### config.mk
export PLATFORM = sky130hd
export DESIGN_NAME = rr_arbiter_8
export DESIGN_NICKNAME = d
export VERILOG_FILES = /design/src/rtl/arb_pkg.sv /design/src/rtl/rr_pick_8.sv /design/src/rtl/rr_arbiter_8.sv
export SDC_FILE = /design/constraint.sdc
export NUM_CORES = 1
export LEC_CHECK = 0
export CELL_PAD_IN_SITES_DETAIL_PLACEMENT = 1
export CELL_PAD_IN_SITES_GLOBAL_PLACEMENT = 1
export CORE_ASPECT_RATIO = 1.4
export CORE_MARGIN = 2
export CORE_UTILIZATION = 44
export CTS_CLUSTER_DIAMETER = 40
export DETAILED_ROUTE_END_ITERATION = 6
export PLACE_DENSITY_LB_ADDON = 0.1
export SLEW_MARGIN = 10
export SYNTH_ARGS = -nofsm -noshare
export SYNTH_HDL_FRONTEND = slang
export SYNTH_SLANG_ARGS = --single-unit
export TNS_END_PERCENT = 100
### constraint.sdc
create_clock -name clk -period 5.9 [get_ports clk]
set_input_delay 1.18 -clock clk [delete_from_list [all_inputs] [get_ports clk]]
set_output_delay 1.18 -clock clk [all_outputs]
set_load 0.01 [all_outputs]
### src/rtl/arb_pkg.sv
// Shared constants and state encoding for the eight-way round-robin arbiter.
// Imported by rr_pick_8 and rr_arbiter_8.
package arb_pkg;

  localparam int ARB_N        = 8;
  localparam int ARB_IDX_W    = 3;
  localparam int ARB_MAX_HOLD = 16;

  typedef enum logic {
    ST_IDLE  = 1'b0,
    ST_GRANT = 1'b1
  } arb_state_e;

endpackage

### src/rtl/rr_pick_8.sv
// Combinational rotate-priority picker: first set request at or after ptr, mod 8.
// Zero latency; no flow control (pure function of req and ptr).
module rr_pick_8
  import arb_pkg::*;
(
  input  logic [ARB_N-1:0]     req,
  input  logic [ARB_IDX_W-1:0] ptr,
  output logic [ARB_IDX_W-1:0] idx,
  output logic                 any
);

  logic [ARB_N-1:0]     rot;
  logic [ARB_IDX_W-1:0] enc;

  // Rotating right by ptr puts requester ptr at bit 0, so a fixed LSB-first
  // encode followed by adding ptr back yields the round-robin winner.
  always_comb begin
    rot = ARB_N'({req, req} >> ptr);
    enc = '0;
    for (int i = ARB_N - 1; i >= 0; i--) begin
      if (rot[i]) begin
        enc = ARB_IDX_W'(i);
      end
    end
  end

  assign any = |req;
  assign idx = enc + ptr;

endmodule

### src/rtl/rr_arbiter_8.sv
// Round-robin arbiter, 8 requesters, registered one-hot grant held until release.
// Grant 1 cycle after req in IDLE; release on done/req drop; ARB_TIMEOUT_EN adds forced release.
module rr_arbiter_8
    import arb_pkg::*;
#(
    parameter int N        = ARB_N,
    parameter int IDX_W    = ARB_IDX_W,
    parameter int MAX_HOLD = ARB_MAX_HOLD
) (
    input  logic             clk,
    input  logic             rst_n,
    input  logic [N-1:0]     req,
    input  logic             done,
    output logic [N-1:0]     gnt,
    output logic [IDX_W-1:0] gnt_idx,
    output logic             gnt_valid,
    output logic             timeout
);

    arb_state_e       state_q, state_d;
    logic [IDX_W-1:0] ptr_q, ptr_d;
    logic [N-1:0]     gnt_q, gnt_d;
    logic [IDX_W-1:0] idx_q, idx_d;
    logic             vld_q, vld_d;
    logic             release_now;
    logic [IDX_W-1:0] pick_idx;
    logic             pick_any;

    rr_pick_8 u_pick (
        .req (req),
        .ptr (ptr_q),
        .idx (pick_idx),
        .any (pick_any)
    );

    assign release_now = done | ~req[idx_q];

`ifdef ARB_TIMEOUT_EN
    logic [7:0] hold_q, hold_d;
    logic       tmo_q, tmo_d;
    logic       hold_expired;

    assign hold_expired = (hold_q == 8'(MAX_HOLD - 1)) & ~release_now;
`endif

    always_comb begin
        state_d = state_q;
        ptr_d   = ptr_q;
        gnt_d   = gnt_q;
        idx_d   = idx_q;
        vld_d   = vld_q;
`ifdef ARB_TIMEOUT_EN
        hold_d  = hold_q;
        tmo_d   = 1'b0;
`endif
        case (state_q)
            ST_IDLE: begin
                gnt_d = '0;
                idx_d = '0;
                vld_d = 1'b0;
                if (pick_any) begin
                    state_d = ST_GRANT;
                    gnt_d   = N'(1) << pick_idx;
                    idx_d   = pick_idx;
                    vld_d   = 1'b1;
                    ptr_d   = pick_idx + 1'b1;
`ifdef ARB_TIMEOUT_EN
                    hold_d  = '0;
`endif
                end
            end
            ST_GRANT: begin
                // A normal release wins over the hold limit, so timeout only fires alone.
`ifdef ARB_TIMEOUT_EN
                if (release_now || hold_expired) begin
                    tmo_d = hold_expired;
`else
                if (release_now) begin
`endif
                    state_d = ST_IDLE;
                    gnt_d   = '0;
                    idx_d   = '0;
                    vld_d   = 1'b0;
`ifdef ARB_TIMEOUT_EN
                    hold_d  = '0;
                end else begin
                    hold_d  = hold_q + 8'd1;
`endif
                end
            end
            default: begin
                state_d = ST_IDLE;
                gnt_d   = '0;
                idx_d   = '0;
                vld_d   = 1'b0;
            end
        endcase
    end

    always_ff @(posedge clk) begin
        if (!rst_n) begin
            state_q <= ST_IDLE;
            ptr_q   <= '0;
            gnt_q   <= '0;
            idx_q   <= '0;
            vld_q   <= 1'b0;
        end else begin
            state_q <= state_d;
            ptr_q   <= ptr_d;
            gnt_q   <= gnt_d;
            idx_q   <= idx_d;
            vld_q   <= vld_d;
        end
    end

`ifdef ARB_TIMEOUT_EN
    always_ff @(posedge clk) begin
        if (!rst_n) begin
            hold_q <= '0;
            tmo_q  <= 1'b0;
        end else begin
            hold_q <= hold_d;
            tmo_q  <= tmo_d;
        end
    end

    assign timeout = tmo_q;
`else
    assign timeout = 1'b0;
`endif

    assign gnt       = gnt_q;
    assign gnt_idx   = idx_q;
    assign gnt_valid = vld_q;

endmodule

==> Word-level counts from Yosys, hierarchy flattened <==
Cells that the tools add are included.
{ "word_totals": {"register_bits": 16, "input_bits": 11, "output_inout_bits": 13, "word_cells": 37} }
{ "classes": {"n_addsub": 2, "magnitude_cmp": 1, "n_eq_ne": 1, "n_shift": 2, "mux": 21, "bitwise": 3, "n_reduce_logical": 2} }
{ "ops": {"columns": ["op", "n"], "rows": [
  ["$mux 3", 10],
  ["$mux 8", 2],
  ["$pmux 8 s2", 1],
  ["$shr 16x3->8", 1],
  ["$reduce_or 8->1", 1],
  ["$shl 1x3->8 const A", 1],
  ["$pmux 3 s2", 1],
  ["$lt 3x4->1 const B", 1],
  ["$mux 1", 4],
  ["$pmux 1 s2", 2],
  ["$add 3x1->3 const B", 1],
  ["$add 3x3->3", 1],
  ["$bmux 1 s3", 1],
  ["$ne 2x1->1 const B", 1],
  ["$not 1->1", 2],
  ["$reduce_and 2->1", 1],
  ["$or 1x1->1", 1]
]} }

==> Depth between registers and ports, before layout <==
Gate-level depths: netlist of run 1.
{ "depth": {"depth_word": 13, "mapped_depth": 16, "ltp_nobuf": 14} }

==> By module <==
From an unflattened synthesis of run 1, not the netlist that was laid out.
{ "hier_totals": {"cells_unflattened": 120, "hier_area_um2": 1318.8} }
{ "by_module_without_submodules": {"columns": ["mod", "instances", "cells_per_inst", "area_per_inst_um2", "seq_area_each_um2"], "rows": [
  ["rr_arbiter_8", 1, 70, 799.5, 320.3],
  ["rr_pick_8", 1, 50, 519.2, 0.0]
]} }

==> Worst setup path after synthesis of run 1 <==
Ideal clock, no wire load.
{ "synth_timing": {"path_type": "in2reg", "startpoint": "input port req[6]", "endpoint": "register ptr_q[2]", "setup_ns": 0.116, "arrival_ns": 3.705, "required_time_ns": 5.784, "path_slack_ns": 2.079, "stages": 12, "path_buffers": 1, "cell_sequence": "buf_2 nor2_1 mux4_2 mux2i_1 a31oi_1 or2_2 fa_1 xor2_1 xnor2_2 ha_1 mux2i_1 nor2b_1"} }
{ "synth_between": {"elab_chain_cells": 11, "elab_cells_between_ends": 13, "cone_classes": "add/sub: 2; shift: 1; mux: 8; reduce/logical: 2"} }
{ "synth_lines": {"columns": ["item", "line", "rtl"], "rows": [
  ["start, declared", "rr_arbiter_8.sv:12", "input logic [N-1:0] req,"],
  ["$shr 16x3->8", "rr_pick_8.sv:18", "rot = ARB_N'({req, req} >> ptr);"],
  ["$mux 3 (8 in series)", "rr_pick_8.sv:21", "if (rot[i]) begin"],
  ["$add 3x3->3", "rr_pick_8.sv:28", "assign idx = enc + ptr;"],
  ["$add 3x1->3", "rr_arbiter_8.sv:66", "ptr_d = pick_idx + 1'b1;"],
  ["end signal, assigned", "rr_arbiter_8.sv:109", "ptr_q <= ptr_d;"],
  ["end, declared", "rr_arbiter_8.sv:21", "logic [IDX_W-1:0] ptr_q, ptr_d;"]
]} }
Parallel ways exist; a longest one is shown, timed or not.
A chain may end at the register's enable or synchronous reset.

==> Worst setup path in the final report of run 1 <==
{ "layout_timing": {"startpoint": "input port req[1]", "endpoint": "register ptr_q[2]"} }
The elaborated chain is that of the path after synthesis.

==> flow_metrics.py, run 1 <==
metrics = {
    "outcome": {
        "status": "completed",
    },
    "floorplanning": {
        "pin_count": 24,
        "initial_core_util_pct": 45.59,
        "die-area_um2": 3680,
        "rows": 24,
        "die_h_um": 70.98,
        "die_w_um": 51.85,
        "coreArea_um2": 3093,
    },
    "finish": {
        "diodes": 0,
        "layout_commonest_cell": "clkdlybuf4s50_1",
        "drive_above_1_share_pct": 11.73,
        "syn2layout_area_growth_pct": 19.08,
        "n_fill_cell": 363,
        "final_cell_mix": "clkdlybuf4s50_1, dfxtp_1, mux2i_1, nand2_1, nor2_1",
        "fin_nets": 181,
    },
    "setup_path": {
        "cp_top_family": "compound AO/OA/AOI/OAI gates",
        "cp_slowest_stage_delay_ns": 0.58,
        "cp_num_buf_inv": 3,
        "startpoint_type": "input port",
        "crit_type": "in -> reg",
        "crit_path_end_kind": "flip-flop",
        "crit_fanout": 9,
        "worstPathArrival_ns": 4.76,
        "cp.depth": 15,
        "path_cells": "clkdlybuf4s50_1 -> inv_1 -> o21ai_0 -> o21ai_0 -> a211oi_1 -> a21oi_1 -> o31ai_1 -> ha_1 -> inv_1 -> fa_1 -> xor2_1 -> xnor2_2 -> ha_1 -> mux2i_1 -> nor2b_1",
        "cp.required_ns": 6.04,
        "reg2regPathDepth": 13,
        "cp_slowest_cell": "clkdlybuf4s50_1",
    },
    "power": {
        "internal_power_mw": 0.4234,
        "p_sw_mw": 0.3166,
        "ir_worst_vdd_mv": 0.1847,
        "netSwitchingFraction_pct": 42.78,
        "clockPowerShare_pct": 12.9,
        "power_density_nw_per_um2": 440.7,
        "p_leak_nw": 0.6342,
        "p_total_mw": 0.7400,
        "pwr-share-seq_pct": 27.4,
        "pwr-share-comb_pct": 59.7,
    },
    "timing": {
        "worstMarginPinSlew_ns": 0.9316,
        "slew_viol_final": 0,
        "rsz0062_at_grt": "no",
        "skew_ns": 0.005350,
        "max_slew_margin_pct": 37.07,
        "final.setup.tns_ns": 0,
        "setup_violations": 0,
        "fin_crit_ns": 4.620,
        "fin_hold_ws_ns": 0.4672,
        "final_hold_viol_count": 0,
        "finalCritPeriodShare_pct": 78.30,
        "max_clock_freq_ghz": 0.2165,
    },
    "global_routing": {
        "grtUsageTotal_pct": 21.88,
        "antenna_found_initial": 0,
        "grt_first_pass_wirelength_mm": 6.078,
        "overflow": 0,
        "grt_max_degree": 21,
        "grt_pass1_vias": 1290,
    },
    "cts": {
        "cts_tree": "built",
        "cts.repair.resized": 0,
        "htree_levels": 1,
        "clkTransAtPathRegs_ns": 0.06,
        "clock_latency_ns": 0.25,
        "cts_root_buffer": "clkbuf_8",
        "clk_path_buf_depth": 2,
        "numCtsBuffers": 3,
        "numClockSinks": 16,
        "hold_buffers": 0,
        "post_cts_buffers": 0,
    },
    "placed_design": {
        "io_buffers": 22,
        "post-dp-hpwl_mm": 2.924,
        "globalplace.congestion": 0.8592,
    },
    "yosys": {
        "synth_top_flop_cell": "dfxtp_1",
        "netlist_instances": 147,
        "synth-seq-area-share_pct": 22.72,
        "avgSynthCellArea_um2": 9.593,
        "synth_top_family_by_area": "multiplexers",
        "synth-xor-area-share_pct": 1.775,
        "synth_area_um2": 1410,
        "synth-simple-area-share_pct": 13.13,
        "synth_compound_area_share_pct": 17.57,
        "synth_adder_area_share_pct": 6.744,
        "synth.net_count": 165,
        "synthArstFlopShare_pct": 0,
        "synth_edf_count": 0,
        "yosysWarningCount": 0,
        "synth_mux_area_share_pct": 31.41,
        "synth-seq-cells": 16,
        "yosysUniqueCellTypes": 41,
    },
    "drt": {
        "detail_route.vias_per_cell": 6.149,
        "via_count": 1236,
        "drt-total-wl_mm": 3.684,
        "antenna_left": 0,
        "wire_per_inst_um": 18.33,
        "initialDrtViolationCount": 27,
        "drc": 0,
        "firstDrtPassIters": 4,
    },
    "min_path": {
        "hold_depth": 2,
        "hold_path_class": "reg -> reg",
    },
    "job": {
        "maxCapViolCount": 0,
    },
}
==> layout make-up <==
cell class / instances / area [um2] / area share (%)
clock buffers: 4 / 55.05 / 3.279
inverters: 8 / 35.03 / 2.086
multi-input cells: 112 / 999.7 / 59.54
flip-flops and latches: 16 / 320.3 / 19.08
well taps: 39 / 48.80 / 2.906
repair buffers: 22 / 220.2 / 13.11
==> routing by layer <==
metal  wire length, um  GRT usage, %
met5                 0             0
met1              1339         21.68
met3                87         2.321
met2              2172         42.62
met4                85         10.53
==> worst paths after layout <==
| kind | slack, ns | end | start |
|---|---|---|---|
| worst max-delay path | 1.28 | ptr_q[2] | req[1] |
| worst min-delay path | 0.47 | gnt[0] | gnt[0] |
| worst max register to register | 1.88 | ptr_q[2] | ptr_q[1] |
| worst min register to register | 0.47 | gnt[0] | gnt[0] |
==> cell families (layout without fill, tap and decap cells) <==
group,Yosys count,in the layout
simple gates,38,38
buf+inv,19,34
fa+ha+maj,7,7
compound gates,36,36
flops,16,16
other cells,1,1
mux,28,28
xor+xnor,2,2
==> power by group through the flow <==
stage               clock network, mW  logic (mW)  registers, mW
floorplan                           0       0.342          0.171
global placement                    0       0.421          0.201
detailed placement                  0       0.440          0.204
CTS                            0.0983       0.448          0.203
global route                    0.102       0.494          0.210
finish                         0.0957       0.442          0.202
==> metrics by stage <==
step	worst slack [ns]	cell area (um2)	utilization, %	instances
after global routing	1.047	1679	54.29	201
after global placement	1.254	1624	52.51	197
final	1.280	1679	54.29	201
after CTS	1.247	1679	54.29	201
after detailed placement	1.029	1624	52.51	197
after floorplan	2.079	1410	-	147
==> worst reg2reg max path, stage by stage (launching register included) <==
cell      delay [ns]
dfxtp_1         0.89
mux2_2          0.43
mux2_2          0.28
a211oi_1        0.28
a21oi_1         0.07
o31ai_1         0.22
ha_1            0.18
inv_1           0.05
fa_1            0.38
xor2_1          0.18
xnor2_2         0.40
ha_1            0.31
mux2i_1         0.16
nor2b_1         0.07
==> synth_stat cells (2+ instances only) <==
library cell / n / area, um2
mux4_1: 5 / 131.4
nand2b_1: 2 / 12.51
ha_1: 6 / 75.07
dfxtp_1: 16 / 320.3
o21a_1: 3 / 22.52
a211oi_1: 3 / 22.52
nand2_1: 12 / 45.04
buf_1: 2 / 7.510
mux2i_1: 12 / 120.1
a21oi_1: 9 / 45.04
inv_1: 7 / 26.28
a22oi_1: 3 / 22.52
mux2_2: 5 / 56.30
buf_2: 2 / 10.01
clkbuf_1: 5 / 18.77
nor2_1: 11 / 41.29
nor2b_1: 7 / 43.79
a32o_1: 3 / 30.03
o21ai_0: 7 / 35.03
mux4_2: 6 / 135.1
==> flip-flops by register name (all words and copies together), names as in the netlist <==
name / count
gnt: 8
gnt_idx: 3
gnt_valid: 1
ptr_q: 3
state_q: 1
Power figures use the tool's default switching activity.
==> run 2, diff against run 1 <==
--- a/config.mk
+++ b/config.mk
@@ -9,7 +9,7 @@
 export CELL_PAD_IN_SITES_GLOBAL_PLACEMENT = 1
 export CORE_ASPECT_RATIO = 1.4
 export CORE_MARGIN = 2
-export CORE_UTILIZATION = 44
+export CORE_UTILIZATION = 36
 export CTS_CLUSTER_DIAMETER = 40
 export DETAILED_ROUTE_END_ITERATION = 6
 export PLACE_DENSITY_LB_ADDON = 0.1
==> constraint.sdc (replaced) <==
create_clock -name clk -period 4.05 [get_ports clk]
set_input_delay 0.81 -clock clk [delete_from_list [all_inputs] [get_ports clk]]
set_output_delay 0.81 -clock clk [all_outputs]
set_load 0.01 [all_outputs]
==> flow_metrics.py, run 2 (synthesis gave the netlist of run 1 again) <==
metrics = {
    "setup_path": {
        "crit_path_end_kind": "flip-flop",
        "startpoint_type": "input port",
        "crit_fanout": 4,
        "reg2reg_from": "ptr_q[1]",
        "reg2regPathDepth": 14,
        "crit_type": "in -> reg",
        "worstReg2RegEnd": "ptr_q[2]",
        "startpoint": "req[1]",
        "cp.required_ns": 4.19,
        "worstPathArrival_ns": 3.98,
        "regToRegSetupSlack_ns": 0.45,
    },
    "timing": {
        "slew_viol_final": 0,
        "final_hold_viol_count": 0,
        "rsz0062_at_grt": "no",
        "setup_violations": 0,
        "fin_crit_ns": 3.844,
        "max_slew_margin_pct": 45.55,
        "final.setup.tns_ns": 0,
        "worstMarginPinSlew_ns": 0.8156,
        "max_clock_freq_ghz": 0.2601,
        "skew_ns": 0.004647,
        "finalCritPeriodShare_pct": 94.92,
    },
    "floorplanning": {
        "initial_core_util_pct": 38.02,
        "rows": 26,
        "pin_count": 24,
        "die-area_um2": 4441,
        "coreArea_um2": 3709,
        "die_w_um": 56.90,
        "die_h_um": 78.05,
    },
    "cts": {
        "htree_levels": 1,
        "post_cts_buffers": 0,
        "numCtsBuffers": 3,
        "clkTransAtPathRegs_ns": 0.06,
        "numClockSinks": 16,
        "clk_path_buf_depth": 2,
        "cts_tree": "built",
        "cts_root_buffer": "clkbuf_8",
        "clock_latency_ns": 0.25,
    },
    "placed_design": {
        "post-dp-hpwl_mm": 3.078,
        "postPlaceCellArea_um2": 1718,
        "globalplace.congestion": 0.8151,
        "io_buffers": 22,
    },
    "drt": {
        "antenna_left": 0,
        "initialDrtViolationCount": 33,
        "firstDrtPassIters": 4,
        "detail_route.vias_per_cell": 5.861,
        "wire_per_inst_um": 17.86,
        "drc": 0,
        "drt-total-wl_mm": 3.858,
        "via_count": 1266,
    },
    "outcome": {
        "status": "completed",
    },
    "global_routing": {
        "antenna_found_initial": 0,
        "grt_max_degree": 21,
        "grtUsageTotal_pct": 18.32,
        "grt_pass1_vias": 1327,
        "overflow": 0,
        "grt_first_pass_wirelength_mm": 6.361,
    },
    "power": {
        "p_total_mw": 1.147,
        "ir_worst_vdd_mv": 0.3207,
        "p_leak_nw": 0.7031,
        "power_density_nw_per_um2": 643.9,
    },
    "min_path": {
        "hp-start": "gnt[0]",
        "hold_end": "gnt[0]",
        "hold_depth": 2,
        "hold_path_class": "reg -> reg",
    },
    "finish": {
        "fin_nets": 193,
        "syn2layout_area_growth_pct": 26.35,
        "drive_above_1_share_pct": 18.39,
        "layout_commonest_cell": "clkdlybuf4s50_1",
        "diodes": 0,
        "final_cell_mix": "clkdlybuf4s50_1, dfxtp_1, mux2i_1, nand2_1, buf_4",
        "largest_reg_flops": 8,
        "stdcell_area_um2": 1782,
    },
    "job": {
        "maxCapViolCount": 0,
    },
}
[run 2: cell count changes in the layout (fill, tap and decap cells not counted)]
cell,change
a211oi_2,+1
a2111oi_1,+1
o21ai_0,-2
buf_4,+12
clkdlybuf4s50_1,-1
dlymetal6s2s_1,+1
o21ai_1,+2
a2111oi_0,-1
a211oi_1,-1
[run 2: layout make-up]
type / count / area [um2]
Clock buffer: 4 / 55.05
Fill cell: 438 / 1927
Inverter: 8 / 35.03
Multi-Input combinational cell: 112 / 1006
Sequential cell: 16 / 320.3
Tap cell: 42 / 52.55
Timing Repair Buffer: 34 / 312.8
[run 2: per-layer routing]
layer	share of wire, %	up-vias	GRT usage (%)	routed length, um
met1	38	619	19.00	1482
met3	3.3	12	2.471	128
met4	3.4	0	8.837	131
li1	-	599	-	-
met5	0	-	0	0
met2	55	36	34.94	2116
[run 2: stage by stage]
| stage | setup WS, ns | instances | hold WS, ns | utilization (%) |
|---|---|---|---|---|
| 6_report | 0.2059 | 216 | 0.4568 | 48.04 |
| 5_1_grt | 0.01554 | 216 | 0.4901 | 48.04 |
| 4_1_cts | 0.06481 | 216 | 0.4646 | 47.81 |
| 3_5_place_dp | -0.3035 | 212 | 0.4504 | 46.32 |
| 3_3_place_gp | -0.07222 | 212 | 0.4366 | 46.32 |
| 2_1_floorplan | 0.5004 | 147 | 0.4826 | - |
[run 2: power breakdown]
group / total, mW / internal (mW) / switching [mW] / leakage, nW
combinational: 0.719 / 0.384 / 0.334 / 0.543
clock: 0.141 / 0.0862 / 0.0553 / 0.0288
sequential: 0.287 / 0.204 / 0.0828 / 0.131
[run 2: worst max-delay path by stage]
stage / endpoint
6_report: ptr_q[2]
5_1_grt: ptr_q[2]
2_1_floorplan: ptr_q[2]
4_1_cts: ptr_q[2]
3_3_place_gp: gnt[7]
3_5_place_dp: ptr_q[2]
[run 2: timing repair]
| item | CTS | global route |
|---|---|---|
| endpoints found under the setup margin | 1 | 2 |
| resized for setup | 1 | 4 |
| hold buffers | 0 | 0 |
[run 2: worst max-delay path, stage by stage]
cell,delay [ns]
clkdlybuf4s50_1,0.57
inv_1,0.10
o21ai_1,0.25
mux2_2,0.24
a21oi_1,0.05
a2111oi_1,0.40
o31ai_1,0.16
ha_1,0.20
inv_1,0.07
fa_1,0.43
inv_1,0.09
ha_1,0.17
ha_1,0.23
mux2i_1,0.14
nor2b_1,0.06
==> run 3, diff against run 2 <==
--- a/config.mk
+++ b/config.mk
@@ -5,6 +5,7 @@
 export SDC_FILE = /design/constraint.sdc
 export NUM_CORES = 1
 export LEC_CHECK = 0
+export ABC_AREA = 0
 export CELL_PAD_IN_SITES_DETAIL_PLACEMENT = 1
 export CELL_PAD_IN_SITES_GLOBAL_PLACEMENT = 1
 export CORE_ASPECT_RATIO = 1.4
@@ -13,6 +14,7 @@
 export CTS_CLUSTER_DIAMETER = 40
 export DETAILED_ROUTE_END_ITERATION = 6
 export PLACE_DENSITY_LB_ADDON = 0.1
+export SKIP_LAST_GASP = 1
 export SLEW_MARGIN = 10
 export SYNTH_ARGS = -nofsm -noshare
 export SYNTH_HDL_FRONTEND = slang
==> results of run 3 <==
The final DEF is identical to that of run 2; final timing and power are the same.
